## config.mk

```make
export PLATFORM = sky130hd
export DESIGN_NAME = nodf_module_if
export DESIGN_NICKNAME = d
export VERILOG_FILES = /design/src/rtl/nodf_mon_pkg.sv /design/src/rtl/nodf_sat_counter.sv /design/src/rtl/nodf_module_if.sv
export SDC_FILE = /design/constraint.sdc
export NUM_CORES = 1
export LEC_CHECK = 0
export ABC_AREA = 1
export BUFFER_PORTS_ARGS = -buffer_cell sky130_fd_sc_hd__buf_2
export CAP_MARGIN = 20
export CORE_AREA = 5 5 167 169
export CTS_BUF_LIST = sky130_fd_sc_hd__clkbuf_4 sky130_fd_sc_hd__clkbuf_8 sky130_fd_sc_hd__clkbuf_16
export DETAILED_ROUTE_END_ITERATION = 10
export DIE_AREA = 0 0 172 174
export PLACE_DENSITY = 0.81
export REMOVE_ABC_BUFFERS = 1
export SLEW_MARGIN = 5
export SYNTH_ARGS = -nofsm -noshare
export SYNTH_HDL_FRONTEND = slang
export SYNTH_HIERARCHICAL = 1
export SYNTH_SLANG_ARGS = --single-unit
```

## constraint.sdc

```tcl
create_clock -name clock -period 3.7 [get_ports clock]
set_clock_uncertainty 0.15 [all_clocks]
set_input_delay 0 -clock clock [delete_from_list [all_inputs] [get_ports clock]]
set_output_delay 0 -clock clock [all_outputs]
set_load 0.01 [all_outputs]
```

## src/rtl/nodf_mon_pkg.sv

```systemverilog
// Purpose: shared types and constants for the handshake monitor.
// Latency: n/a (declarations only).
// Backpressure: n/a.
package nodf_mon_pkg;

    // Default width of every counter and cycle stamp.
    localparam int CNT_W_DEFAULT = 32;

    // Monitor state. The encodings are visible on the status output.
    typedef enum logic [1:0] {
        ST_IDLE     = 2'd0,
        ST_ACTIVE   = 2'd1,
        ST_STALL    = 2'd2,
        ST_FINISHED = 2'd3
    } mon_state_t;

endpackage

```

## src/rtl/nodf_sat_counter.sv

```systemverilog
// Purpose: W-bit up counter with enable that sticks at all-ones instead of wrapping.
// Latency: count reflects an enable one clock later; async reset clears it immediately.
// Backpressure: none; the enable is the only control.
//
// Ports:
//   clock  - counting clock
//   reset  - asynchronous active-high clear
//   en     - increment this cycle
//   count  - current value
module nodf_sat_counter #(
    parameter int W = 32
) (
    input  logic         clock,
    input  logic         reset,
    input  logic         en,
    output logic [W-1:0] count
);

    always_ff @(posedge clock or posedge reset) begin
        if (reset) begin
            count <= '0;
        end else if (en && (count != {W{1'b1}})) begin
            count <= count + 1'b1;
        end
    end

endmodule

```

## src/rtl/nodf_module_if.sv

```systemverilog
// Purpose: passive monitor of an ap_start/ap_ready/ap_done/ap_continue block interface;
//          tracks block state, counts cycles, ready pulses, done handshakes and stall cycles.
// Latency: every output is registered and reflects the inputs sampled on the previous edge.
// Backpressure: none; the monitor only observes and never stalls the block.
//
// Ports:
//   clock, reset              - clock and asynchronous active-high reset
//   ap_start, ap_ready,
//   ap_done, ap_continue      - monitored handshake signals
//   finish                    - end-of-test; freezes everything until reset
//   status                    - current state (IDLE/ACTIVE/STALL/FINISHED)
//   cycle_cnt, ready_cnt,
//   done_cnt, stall_cnt       - saturating event counters
//   first_ready               - cycle stamp of the first ready pulse
//   last_interval             - distance between the two most recent ready pulses
//   finished                  - sticky end-of-test flag
module nodf_module_if
    import nodf_mon_pkg::*;
#(
    parameter int CNT_W = CNT_W_DEFAULT
) (
    input  logic             clock,
    input  logic             reset,
    input  logic             ap_start,
    input  logic             ap_ready,
    input  logic             ap_done,
    input  logic             ap_continue,
    input  logic             finish,
    output logic [1:0]       status,
    output logic [CNT_W-1:0] cycle_cnt,
    output logic [CNT_W-1:0] ready_cnt,
    output logic [CNT_W-1:0] done_cnt,
    output logic [CNT_W-1:0] stall_cnt,
    output logic [CNT_W-1:0] first_ready,
    output logic [CNT_W-1:0] last_interval,
    output logic             finished
);

    // Unknown inputs must never move the monitor: only a clean 1 counts as asserted.
    logic start_s;
    logic ready_s;
    logic done_s;
    logic cont_s;
    logic finish_s;

    assign start_s  = (ap_start    === 1'b1);
    assign ready_s  = (ap_ready    === 1'b1);
    assign done_s   = (ap_done     === 1'b1);
    assign cont_s   = (ap_continue === 1'b1);
    assign finish_s = (finish      === 1'b1);

    mon_state_t state;
    mon_state_t state_nxt;

    // Everything freezes once FINISHED is reached. The cycle that samples finish is
    // still a live cycle, so its events are counted before the freeze.
    logic live;
    assign live = (state != ST_FINISHED);

    // ------------------------------------------------------------------
    // State machine
    // ------------------------------------------------------------------
    always_ff @(posedge clock or posedge reset) begin
        if (reset) begin
            state <= ST_IDLE;
        end else begin
            state <= state_nxt;
        end
    end

    always_comb begin
        state_nxt = state;
        if (finish_s) begin
            state_nxt = ST_FINISHED;
        end else begin
            case (state)
                ST_IDLE: begin
                    if (start_s) begin
                        state_nxt = ST_ACTIVE;
                    end
                end
                ST_ACTIVE: begin
                    if (done_s) begin
                        if (cont_s) begin
                            state_nxt = start_s ? ST_ACTIVE : ST_IDLE;
                        end else begin
                            state_nxt = ST_STALL;
                        end
                    end
                end
                ST_STALL: begin
                    if (cont_s) begin
                        state_nxt = start_s ? ST_ACTIVE : ST_IDLE;
                    end
                end
                ST_FINISHED: begin
                    state_nxt = ST_FINISHED;
                end
                default: begin
                    state_nxt = ST_IDLE;
                end
            endcase
        end
    end

    assign status = state;

    always_ff @(posedge clock or posedge reset) begin
        if (reset) begin
            finished <= 1'b0;
        end else if (state_nxt == ST_FINISHED) begin
            finished <= 1'b1;
        end
    end

    // ------------------------------------------------------------------
    // Event counters
    // ------------------------------------------------------------------
    logic cycle_en;
    logic ready_en;
    logic done_en;
    logic stall_en;

    assign cycle_en = live;
    assign ready_en = live && ready_s;
    // Done handshakes count in any live state, not only ACTIVE/STALL.
    assign done_en  = live && done_s && cont_s;
    assign stall_en = (state == ST_STALL);

    nodf_sat_counter #(.W(CNT_W)) u_cycle_cnt (
        .clock (clock),
        .reset (reset),
        .en    (cycle_en),
        .count (cycle_cnt)
    );

    nodf_sat_counter #(.W(CNT_W)) u_ready_cnt (
        .clock (clock),
        .reset (reset),
        .en    (ready_en),
        .count (ready_cnt)
    );

    nodf_sat_counter #(.W(CNT_W)) u_done_cnt (
        .clock (clock),
        .reset (reset),
        .en    (done_en),
        .count (done_cnt)
    );

    nodf_sat_counter #(.W(CNT_W)) u_stall_cnt (
        .clock (clock),
        .reset (reset),
        .en    (stall_en),
        .count (stall_cnt)
    );

    // ------------------------------------------------------------------
    // Ready timestamps
    // ------------------------------------------------------------------
    // Stamps use the pre-increment cycle count, i.e. the index of the cycle in which
    // ap_ready was sampled. Once cycle_cnt saturates, successive stamps are equal and
    // the interval reads 0, which is the only honest answer at that point.
    logic             seen_ready;
    logic [CNT_W-1:0] last_stamp;

    always_ff @(posedge clock or posedge reset) begin
        if (reset) begin
            seen_ready    <= 1'b0;
            last_stamp    <= '0;
            first_ready   <= '0;
            last_interval <= '0;
        end else if (ready_en) begin
            if (!seen_ready) begin
                first_ready <= cycle_cnt;
                seen_ready  <= 1'b1;
            end else begin
                last_interval <= cycle_cnt - last_stamp;
            end
            last_stamp <= cycle_cnt;
        end
    end

endmodule

```

==> results_dict.tcl <==
set metrics [dict create \
    outcome "finished, final reports clean" \
    grt_util_all_layers 0.283 \
    worst_pin_slew_ns 0.664 \
    criticalPathCategory "register to register" \
    n_fill_cell 2431 \
    synth-warning-count 6 \
    antenna_found_initial 0 \
    relSlewSlack 0.557 \
    fin_tns_setup_ns 0 \
    drt-initial-drc-count 1339 \
    cts_root_buf "clkbuf_16" \
    leakage_nw 9.63 \
    setup_viol 0 \
    avgViaCountPerCell 5.20 \
    start_kind "register" \
    cp-end-kind "register" \
    synth_common_cells "nand2_1 (1125), inv_1 (303), nor2_1 (243)" \
    die_x_um 172 \
    pre_cts_slack_ns 1.27 \
    grt_max_degree 66 \
    period_minus_slack_ns 2.46 \
    async_reset_ff_frac 1.00 \
    timing.rr.start "status[0]" \
    area_delta_synth_final_pct 14.2 \
    tritoncts "done" \
    avgRoutedWirePerCell_um 14.6 \
    ys_ff_latch 228 \
    antenna_left 0 \
    netlist.area_leader.share 0.374 \
    synth.most_common_cell "nand2_1" \
    drv_slew 0 \
    power.density_mw_per_mm2 334 \
    synth_area_per_cell_um2 6.45 \
    drt_first_pass_iters 6 \
    diodes 0 \
    synthTopCellsByArea "dfrtp_1 (37%), nand2_1 (28%), inv_1 (7.5%)" \
    grt.overflow.total 0 \
    io_pins 202 \
    cts_buffers 27 \
    final_layout_size_suffix_gt1_frac 0.131 \
    ys.flop_type "dfrtp_1" \
    synth-seq-area-share 0.374 \
    crit_fanout 18 \
    hold_viol 0 \
    cp-startpoint "status[0]" \
    synthesis.instances 2366 \
    fmax_mhz 407 \
    synth_cell_type_count 35 \
    insertion_delay_ns 0.54 \
    grt_pass1_wl_um 70800 \
    required_ns 4.02 \
    fin_ws_ns 1.24 \
    place.gp.congestion 0.990 \
    die_y_um 174 \
    final_net_count 2618 \
    cts_max_level 1 \
    ctsLongestPathBuffers 3 \
    port_buffers 201 \
    ir_worst_vdd_uv 400 \
    final-seq-area_mm2 0.00571 \
    path_clk_slew_ns 0.06 \
    synth_top_cell_by_area "dfrtp_1" \
    cts_resized 0 \
    wl_um 42800 \
    clock-sinks 228 \
    final_area_mm2 0.0174 \
    hold_path.class "input pin to asynchronous set/reset pin" \
    grt_pass1_vias 14627 \
    multi_input_area_mm2 0.00806 \
    placed_cell_area_mm2 0.0164 \
    synth_edf_count 0 \
    die-area_mm2 0.0299 \
    timing.final.crit_share 0.664 \
    vias 15261 \
    rsz0062_at_grt "false" \
    drcViolationCount 0 \
    syn_area_mm2 0.0153 \
    drv_cap 0 \
    coreArea_mm2 0.0264 \
    rows 60 \
    crit_arrival_ns 2.78 \
    place_hpwl_um 32100 \
    start_util 0.577 \
]
## layout by cell type, fill, tap and decap left out, types with 3 or more instances in the layout
master	Yosys	layout
nand4_1	8	8
nor2_8	4	4
a21oi_1	28	24
xnor2_1	26	26
nand2_2	24	24
nor2_2	17	17
nand3b_4	4	4
nand3_1	110	110
clkinv_2	0	5
or2_2	4	4
buf_2	18	201
buf_4	5	12
dfrtp_1	228	228
nand2_4	8	8
clkbuf_4	0	8
nor2_1	243	243
ha_1	35	35
a21oi_2	0	4
xor2_1	29	29
nand2_1	1125	1125
dlygate4sd3_1	0	8
inv_2	6	6
clkbuf_16	0	27
o21ai_1	3	3
inv_1	303	302
nand3b_1	12	12
nor2_4	5	5
o21ai_0	80	80
o21bai_1	4	4
nor3_1	10	10
## per-stage QoR
| stage | hold WS (ns) | utilization | power, mW | cells |
|---|---|---|---|---|
| detailed placement | 0.0797 | 0.622 | 3.23 | 2878 |
| global route | 0.0984 | 0.660 | 6.09 | 2934 |
| floorplan | -0.0401 | - | 3.03 | 2324 |
| global placement | 0.0733 | 0.622 | 3.21 | 2878 |
| finish | 0.0625 | 0.660 | 5.83 | 2934 |
| CTS | 0.0639 | 0.659 | 5.88 | 2933 |
## power by group
part	internal, mW	switching [mW]	total, mW
clock	1.58	1.05	2.63
combinational	0.195	0.400	0.596
sequential	2.54	0.0561	2.60
## worst max-delay path, stage by stage, from the launching register on
cell	delay, ns
dfrtp_1	0.44
nand2_2	0.25
nand2_1	0.09
nor2_1	0.31
inv_1	0.15
a21oi_2	0.51
buf_4	0.34
nand2_1	0.08
nand2_1	0.07
## sequential cells by signal (all words and copies together) (netlist names)
| signal | flops |
|---|---|
| first_ready | 32 |
| u_done_cnt/count | 32 |
| seen_ready | 1 |
| u_stall_cnt/count | 32 |
| status | 2 |
| last_stamp | 32 |
| last_interval | 32 |
| u_ready_cnt/count | 32 |
| u_cycle_cnt/count | 32 |
| finished | 1 |
## kinds of logic after synthesis
kind of cell               count (synthesis)  synth area share
adders and majority gates                 36            0.0300
buffers and inverters                    351            0.0989
AOI/OAI and AO/OA                        118            0.0399
and+or+nand+nor                         1578             0.426
xor gates and xnor gates                  55            0.0316
DFF                                      228             0.374
## cell type report
cell class,instances,share of cell area
Sequential cell,228,0.327
Tap cell,341,0.0245
Multi-Input combinational cell,1787,0.462
Clock inverter,10,0.00632
Inverter,309,0.0667
Timing Repair Buffer,222,0.0691
Clock buffer,37,0.0438
## repair_timing
| action | in CTS | in global routing |
|---|---|---|
| hold endpoints to repair | 228 | 0 |
| hold buffers | 8 | 0 |
| buffers inserted | 0 | 0 |
## per-layer routing
| layer | vias to the layer above | GRT usage | wire length, µm |
|---|---|---|---|
| met4 | 0 | 0.0793 | 1150 |
| met1 | 7030 | 0.390 | 19000 |
| met5 | - | 0 | 0 |
| li1 | 7584 | - | - |
| met3 | 90 | 0.0300 | 2820 |
| met2 | 557 | 0.474 | 19900 |
## final timing paths
path	to	slack (ns)	cells past startpoint
worst max-delay path	u_done_cnt/count[6]	1.24	8
worst min-delay path	u_ready_cnt/count[30]	0.06	4
worst max register to register	u_done_cnt/count[6]	1.24	8
worst min register to register	last_interval[27]	0.32	2
max in group asynchronous	last_stamp[15]	2.53	4
min in group clock	finished	0.11	4
Note: power is estimated with default switching activity, not from simulation.
